--- src/rtl/bus_lv1_lv2_arbiter.sv ---
// rtl/bus_lv1_lv2_arbiter.sv - round-robin owner arbiter for the shared L1-L2 bus with snoop/L2 secondary grants
//
// Ports:
//   clk, rst                     clock, synchronous active-high reset
//   bus_lv1_lv2_req_proc  [N]    ownership request per L1 (index = core*2 + {0:DL,1:IL})
//   bus_lv1_lv2_gnt_proc  [N]    registered ownership grant, one-hot or zero
//   bus_lv1_lv2_req_snoop [N]    snoop writeback request per L1
//   bus_lv1_lv2_gnt_snoop [N]    registered snoop grant, one-hot or zero
//   bus_lv1_lv2_req_lv2          L2 data-drive request
//   bus_lv1_lv2_gnt_lv2          registered L2 data-drive grant
//   bus_owner   [PROC_WID]       current or last owner index
//   arb_timeout                  sticky watchdog flag
//
// Optional feature: define ARB_TIMEOUT_EN to enable the ownership watchdog
// (TIMEOUT cycles in any owned state forces the bus back to IDLE).
module bus_lv1_lv2_arbiter #(
    parameter int NUM_PROC    = 8,
    parameter int PROC_WID    = 3,
    parameter int TIMEOUT     = 255,
    parameter int TIMEOUT_WID = 8
) (
    input  logic                clk,
    input  logic                rst,
    input  logic [NUM_PROC-1:0] bus_lv1_lv2_req_proc,
    output logic [NUM_PROC-1:0] bus_lv1_lv2_gnt_proc,
    input  logic [NUM_PROC-1:0] bus_lv1_lv2_req_snoop,
    output logic [NUM_PROC-1:0] bus_lv1_lv2_gnt_snoop,
    input  logic                bus_lv1_lv2_req_lv2,
    output logic                bus_lv1_lv2_gnt_lv2,
    output logic [PROC_WID-1:0] bus_owner,
    output logic                arb_timeout
);

    typedef enum logic [1:0] {IDLE, OWN, OWN_SNOOP, OWN_LV2} state_t;

    localparam logic [NUM_PROC-1:0] ONE = NUM_PROC'(1);

    state_t              state, state_next;
    logic [PROC_WID-1:0] rr_ptr, rr_next, owner_next;
    logic [PROC_WID-1:0] snoop_idx, snoop_next;
    logic [PROC_WID-1:0] rr_win, snoop_win, idx;
    logic                rr_found, snoop_any, owner_req, wd_expire;
    logic [NUM_PROC-1:0] snoop_mask;
    logic [NUM_PROC-1:0] gnt_proc_next, gnt_snoop_next;
    logic                gnt_lv2_next;

    // Round-robin search: first requester at or after rr_ptr, wrapping.
    always_comb begin
        rr_win   = '0;
        rr_found = 1'b0;
        idx      = '0;
        for (int i = 0; i < NUM_PROC; i++) begin
            idx = PROC_WID'((int'(rr_ptr) + i) % NUM_PROC);
            if (!rr_found && bus_lv1_lv2_req_proc[idx]) begin
                rr_win   = idx;
                rr_found = 1'b1;
            end
        end
    end

    // The owner's own snoop bit never competes; lowest remaining index wins.
    assign snoop_mask = bus_lv1_lv2_req_snoop & ~(ONE << bus_owner);
    assign snoop_any  = |snoop_mask;
    assign owner_req  = bus_lv1_lv2_req_proc[bus_owner];

    always_comb begin
        snoop_win = '0;
        for (int i = NUM_PROC - 1; i >= 0; i--) begin
            if (snoop_mask[i]) snoop_win = PROC_WID'(i);
        end
    end

    always_comb begin
        state_next = state;
        owner_next = bus_owner;
        rr_next    = rr_ptr;
        snoop_next = snoop_idx;
        case (state)
            IDLE: begin
                if (rr_found) begin
                    state_next = OWN;
                    owner_next = rr_win;
                    rr_next    = (rr_win == PROC_WID'(NUM_PROC - 1)) ? '0 : rr_win + 1'b1;
                end
            end
            OWN: begin
                if (!owner_req) begin
                    state_next = IDLE;
                end else if (snoop_any) begin
                    state_next = OWN_SNOOP;
                    snoop_next = snoop_win;
                end else if (bus_lv1_lv2_req_lv2) begin
                    state_next = OWN_LV2;
                end
            end
            OWN_SNOOP: begin
                if (!owner_req) state_next = IDLE;
                else if (!bus_lv1_lv2_req_snoop[snoop_idx]) state_next = OWN;
            end
            OWN_LV2: begin
                if (!owner_req) state_next = IDLE;
                else if (!bus_lv1_lv2_req_lv2) state_next = OWN;
            end
            default: state_next = IDLE;
        endcase
        if (wd_expire) state_next = IDLE;

        // Grants are decoded from next state so the outputs come straight from flops.
        gnt_proc_next  = (state_next != IDLE) ? (ONE << owner_next) : '0;
        gnt_snoop_next = (state_next == OWN_SNOOP) ? (ONE << snoop_next) : '0;
        gnt_lv2_next   = (state_next == OWN_LV2);
    end

    always_ff @(posedge clk) begin
        if (rst) begin
            state                 <= IDLE;
            bus_owner             <= '0;
            rr_ptr                <= '0;
            snoop_idx             <= '0;
            bus_lv1_lv2_gnt_proc  <= '0;
            bus_lv1_lv2_gnt_snoop <= '0;
            bus_lv1_lv2_gnt_lv2   <= 1'b0;
        end else begin
            state                 <= state_next;
            bus_owner             <= owner_next;
            rr_ptr                <= rr_next;
            snoop_idx             <= snoop_next;
            bus_lv1_lv2_gnt_proc  <= gnt_proc_next;
            bus_lv1_lv2_gnt_snoop <= gnt_snoop_next;
            bus_lv1_lv2_gnt_lv2   <= gnt_lv2_next;
        end
    end

`ifdef ARB_TIMEOUT_EN
    logic [TIMEOUT_WID-1:0] wd_cnt;
    logic                   timeout_flag;

    // Counter holds 0 while idle, so every new ownership starts from 0.
    // Expiry on the edge that would bring the count to TIMEOUT.
    assign wd_expire   = (state != IDLE) && (wd_cnt == TIMEOUT_WID'(TIMEOUT - 1));
    assign arb_timeout = timeout_flag;

    always_ff @(posedge clk) begin
        if (rst) begin
            wd_cnt       <= '0;
            timeout_flag <= 1'b0;
        end else begin
            if (state == IDLE) wd_cnt <= '0;
            else if (wd_cnt != TIMEOUT_WID'(TIMEOUT)) wd_cnt <= wd_cnt + 1'b1;
            if (wd_expire) timeout_flag <= 1'b1;
        end
    end
`else
    logic unused_timeout_cfg;

    assign wd_expire          = 1'b0;
    assign arb_timeout        = 1'b0;
    assign unused_timeout_cfg = ^TIMEOUT_WID'(TIMEOUT);
`endif

endmodule

--- config.mk ---
export PLATFORM = sky130hd
export DESIGN_NAME = bus_lv1_lv2_arbiter
export DESIGN_NICKNAME = d
export VERILOG_FILES = /design/src/rtl/bus_lv1_lv2_arbiter.sv
export SDC_FILE = /design/constraint.sdc
export NUM_CORES = 1
export LEC_CHECK = 0
export ABC_AREA = 0
export BUFFER_PORTS_ARGS = -buffer_cell sky130_fd_sc_hd__buf_2
export CAP_MARGIN = 10
export CELL_PAD_IN_SITES_DETAIL_PLACEMENT = 1
export CELL_PAD_IN_SITES_GLOBAL_PLACEMENT = 1
export CORE_UTILIZATION = 48
export CTS_BUF_LIST = sky130_fd_sc_hd__clkbuf_2 sky130_fd_sc_hd__clkbuf_4 sky130_fd_sc_hd__clkbuf_8
export DETAILED_ROUTE_END_ITERATION = 16
export PLACE_DENSITY_LB_ADDON = 0.08
export SETUP_SLACK_MARGIN = 0.02
export SLEW_MARGIN = 20
export SYNTH_ARGS = -nofsm -noshare
export SYNTH_HDL_FRONTEND = slang
export SYNTH_SLANG_ARGS = --single-unit
--- constraint.sdc ---
create_clock -name clk -period 10.2 [get_ports clk]
set_input_delay 2.04 -clock clk [delete_from_list [all_inputs] [get_ports clk]]
set_output_delay 2.04 -clock clk [all_outputs]
set_load 0.01 [all_outputs]
# == Word-level counts from Yosys, hierarchy flattened ==
# Index checks and enable logic that the tools add are counted.
# op_classes
n_mux,59
eq_ne,6
magnitude_cmp,10
n_bitwise,4
reduce_logical,20
add_sub_neg,8
shift,3
# op_table
operator,n
$mux 3,22
$lt 3x4->1 const B,10
$bmux 1 s3,10
$shl 1x3->8 const A,3
$mux 1,18
$mux 2,8
$add 3x3->3 const B,4
$and 8x8->8,1
$eq 2x2->1 const B,4
$not 8->8,1
$pmux 2 s4,1
$reduce_or 8->1,1
$logic_and 1x1->1,7
$logic_not 1->1,7
$add 3x1->3 const B,2
$add 3x2->3 const B,2
$reduce_or 2->1,2
$eq 3x3->1 const B,1
$eq 2x1->1 const B,1
$logic_not 2->1,1
$not 1->1,2
$reduce_and 2->1,1
$reduce_bool 2->1,1
# totals
regBits,28
out_inout_bits,21

# == Logic depth before layout (Yosys ltp) ==
# depth
ltp_word,29
mapped_depth,14

# == Worst setup path before layout ==
# OpenSTA, ideal clock, no wires.
# synth_path
path_type,input -> register
from,in bus_lv1_lv2_req_proc[7]
to,reg bus_lv1_lv2_gnt_proc[1]
t_arrival_ns,3.955
setup_time_ns,0.132
stages,7
path_buffers,1
setup_slack_ns,6.113
cell_sequence,mux4_1 > mux2_4 > nand2b_1 > o31ai_4 > buf_6 > mux2i_1 > nor3_1
# synth_between
elab_chain_cells,29
elab_cells_between_ends,59
# synth_rtl
item,line_no,text
"start, declared",24,"input logic [NUM_PROC-1:0] bus_lv1_lv2_req_proc,"
$bmux 1 s3,54,if (!rr_found && bus_lv1_lv2_req_proc[idx]) begin
$mux 1 (implied by the code),54,
$mux 1,54,
$logic_not 1->1,54,
$logic_and 1x1->1,54,
$mux 1,54,
$logic_not 1->1,54,
$logic_and 1x1->1,54,
(+13 left out),-,
$logic_not 1->1,54,
$logic_and 1x1->1,54,
$mux 1,54,
$mux 2,80,if (rr_found) begin
$pmux 2 s4,78,case (state)
$reduce_bool 2->1,109,gnt_proc_next = (state_next != IDLE) ? (ONE << owner_next) : '0;
$not 1->1 (no line),-,
$reduce_or 2->1 (no line),-,
"end signal, assigned",128,bus_lv1_lv2_gnt_proc <= gnt_proc_next;
"end, declared",25,"output logic [NUM_PROC-1:0] bus_lv1_lv2_gnt_proc,"
# Parallel ways exist; a longest one is shown, timed or not. The select of a mux whose other input is x is not followed.
# A chain may end at the register's enable or synchronous reset.

# == Worst setup path after layout ==
# layout_path
from,reg rr_ptr[0]
to,reg bus_lv1_lv2_gnt_snoop[7]
# layout_between
elab_chain_cells,29
elab_cells_between_ends,50
# layout_rtl
item,line_no,text
"start, declared",39,"logic [PROC_WID-1:0] rr_ptr, rr_next, owner_next;"
"start signal, assigned",126,rr_ptr <= rr_next;
branches (longest 23 deep; another with $add 3x1->3),-,
$mux 1 *,54,
$mux 2 *,80,
$pmux 2 s4 *,78,
$eq 2x2->1 *,110,gnt_snoop_next = (state_next == OWN_SNOOP) ? (ONE << snoop_next) : '0;
$not 1->1 (no line) *,-,
$reduce_or 2->1 (no line) *,-,
"end signal, assigned",129,bus_lv1_lv2_gnt_snoop <= gnt_snoop_next;
"end, declared",27,"output logic [NUM_PROC-1:0] bus_lv1_lv2_gnt_snoop,"
# Every way passes the cells marked *. The select of a mux whose other input is x is not followed.

==> flow_summary.toml <==
[setup_path]
cp-start-kind = "register"
r2r_start = "rr_ptr[0]"
critPathKind = "register to register"
crit_path_end_kind = "register"
reg2reg_setup_slack_ps = 5610
critical_path_peak_fanout = 17
cp.required_ps = 10380
r2r-end = "bus_lv1_lv2_gnt_snoop[7]"
worstRegToRegCells = 9
cp.arrival_ps = 4770

[cts]
cts_resized = 0
cts-root-buf = "clkbuf_8"
cts.path.max_buffers = 2
numCtsBuffers = 3
insertion_delay_ps = 270
cts_tree = "built"
holdBufCountCts = 0
cts_setup_buffers = 0
path_clk_slew_ps = 90
cts_num_sinks = 28
h-tree-depth = 1

[cells_and_area]
multi_input_area_um2 = 1660
ff_latch_area_um2 = 561
drive_above_1_share = 0.271
nets = 296
syn_to_final_growth_pct = 11.3
diodes = 0
filler_cell_count = 540
final_cells = 340

[floorplanning]
rows = 25
die_w_um = 71.9
core-area_um2 = 4720
die_area_um2 = 5160
start_util = 0.496
io_pins = 40
die_h_um = 71.9

[yosys]
synth_nets = 265
synth_edf_count = 0
synth_cell_types = 60
synthAdderAreaFrac = 0.0160
synth_area_leaders = "dfxtp_1 24%, mux4_2 14%, mux4_1 6.7%"
ys.warnings.count = 0
synthTopCellsByCount = "29 x nor2_1, 28 x dfxtp_1, 15 x mux4_2, 14 x mux2i_1, 14 x nor3_1"
seq_area_frac_synth = 0.239
synth_area_um2 = 2340
avgSynthCellArea_um2 = 9.64
synth_compound_area_frac = 0.181
synth.most_common_cell = "nor2_1"
synthXorXnorAreaFrac = 0.0187
async_flop_share = 0
syn_inst = 243
synth_largest_area_cell = "dfxtp_1"
ys.flop_type = "dfxtp_1"
synth_simple_gate_area_frac = 0.186
synth_top_area_frac = 0.239
synth-seq-cells = 28
synth_top_family_by_area = "multiplexers"
synthMuxAreaShare = 0.303

[sta]
finalMaxSlewViolations = 0
setup_viol = 0
max_slew.worst_pin.slew_ps = 787
hold_viol = 0
period_share = 0.450
setup_slack_ps = 5610
period_needed_ps = 4590
fmax_ghz = 0.218
fin_skew_ps = 1.67
setup_tns_ps = 0
rsz0062_at_grt = "no"
max-slew-margin-rel = 0.475

[worst_hold_path]
hold_path_startpoint = "state[1]"
holdPathEnd = "state[1]"
min_path_type = "register to register"
holdPathStages = 2

[placed_design]
hpwlAfterDp_um = 4630
place_inst = 336
gp_congestion = 0.845
io_buffers = 38
post-place-ws_ps = 5460

[global_route]
antenna_found_initial = 0
grt_max_degree = 19
overflow = 0
grt_pass1_wl_um = 10200
grt_usage = 0.253
grt_pass1_vias = 2019

[status]
outcome = "completed"

[detailed_routing]
dr.pass1.iters = 4
via_per_inst = 6.05
vias = 2058
routedWlPerCell_um = 18.0
ant_nets = 0
drcViolationCount = 0
routed_wl_um = 6140
first_iter_violations = 165

[job]
drv_cap = 0

[power]
peakVddDrop_mv = 0.152
powerDensity_nw_per_um2 = 313
leakage_uw = 0.00103
power.total_uw = 815
==> sequential cells by signal, summed over array words and instances, names as in the netlist <==
| signal | count |
|---|---|
| bus_lv1_lv2_gnt_lv2 | 1 |
| bus_lv1_lv2_gnt_proc | 8 |
| bus_lv1_lv2_gnt_snoop | 8 |
| bus_owner | 3 |
| rr_ptr | 3 |
| snoop_idx | 3 |
| state | 2 |
==> cells by family after synthesis <==
logic type	after synthesis
AOI/OAI and AO/OA	57
and+or+nand+nor	85
DFF	28
muxes	41
xor gates and xnor gates	5
buffers and inverters	23
other	1
adders and majority gates	3
==> worst max path at each step <==
stage                            start                  endpoint  slack (ps)  cells after the start
2_1_floorplan  bus_lv1_lv2_req_proc[7]   bus_lv1_lv2_gnt_proc[1]        6110                      7
3_3_place_gp   bus_lv1_lv2_req_proc[6]  bus_lv1_lv2_gnt_snoop[7]        5460                      9
3_5_place_dp   bus_lv1_lv2_req_proc[6]  bus_lv1_lv2_gnt_snoop[2]        5460                      9
4_1_cts                      rr_ptr[0]  bus_lv1_lv2_gnt_snoop[3]        5610                      9
5_1_grt                      rr_ptr[0]  bus_lv1_lv2_gnt_snoop[2]        5320                      9
6_report                     rr_ptr[0]  bus_lv1_lv2_gnt_snoop[7]        5610                      9
==> worst max-delay path, cell delays in order (launching register included) <==
cell and delay (ps):
dfxtp_1 840, inv_1 320, ha_1 740, mux4_1 740, mux2_4 350, nand2b_1 210
o31ai_4 600, and2_2 310, nand2_4 90, nor4_1 290
==> through the flow <==
stage                     utilization  area (um^2)  hold WS [ps]
after floorplan                     -         2340           539
after global placement          0.537         2530           585
after detailed placement        0.537         2530           587
after CTS                       0.552         2610           600
after global routing            0.552         2610           635
final                           0.552         2610           597
==> cells in the final DEF (no fill, tap or decap), types with 4 or more instances in the layout <==
master / Yosys / layout
a21oi_1: 6 / 6
a221oi_1: 4 / 4
a31oi_1: 6 / 6
buf_2: 5 / 38
dfxtp_1: 28 / 28
inv_1: 9 / 9
mux2i_1: 14 / 14
mux4_1: 6 / 6
mux4_2: 15 / 15
nand2_1: 13 / 13
nand2b_1: 5 / 5
nor2_1: 29 / 29
nor2b_1: 7 / 7
nor3_1: 14 / 14
nor4b_1: 4 / 4
o21ai_0: 7 / 7
o21ai_1: 5 / 5
==> layout make-up <==
cell class | count | area share
well taps | 67 | 0.0322
inverters | 10 | 0.0144
clock buffers | 3 | 0.0158
repair buffers | 39 | 0.0759
flip-flops and latches | 28 | 0.215
multi-input cells | 192 | 0.635
clock inverters | 1 | 0.0115
==> routing by layer <==
metal | vias to the layer above | routed length [um] | global-route usage
met5 | - | 0 | 0
met4 | 0 | 56 | 0.0523
li1 | 993 | - | -
met3 | 5 | 173 | 0.0141
met2 | 51 | 2940 | 0.403
met1 | 1009 | 2960 | 0.382
==> where the power goes <==
group	internal [uW]	switching, uW
Clock	52.6	33.9
Sequential	133	46.3
Combinational	246	303
Total	431	383
(Power assumes the default switching activity.)
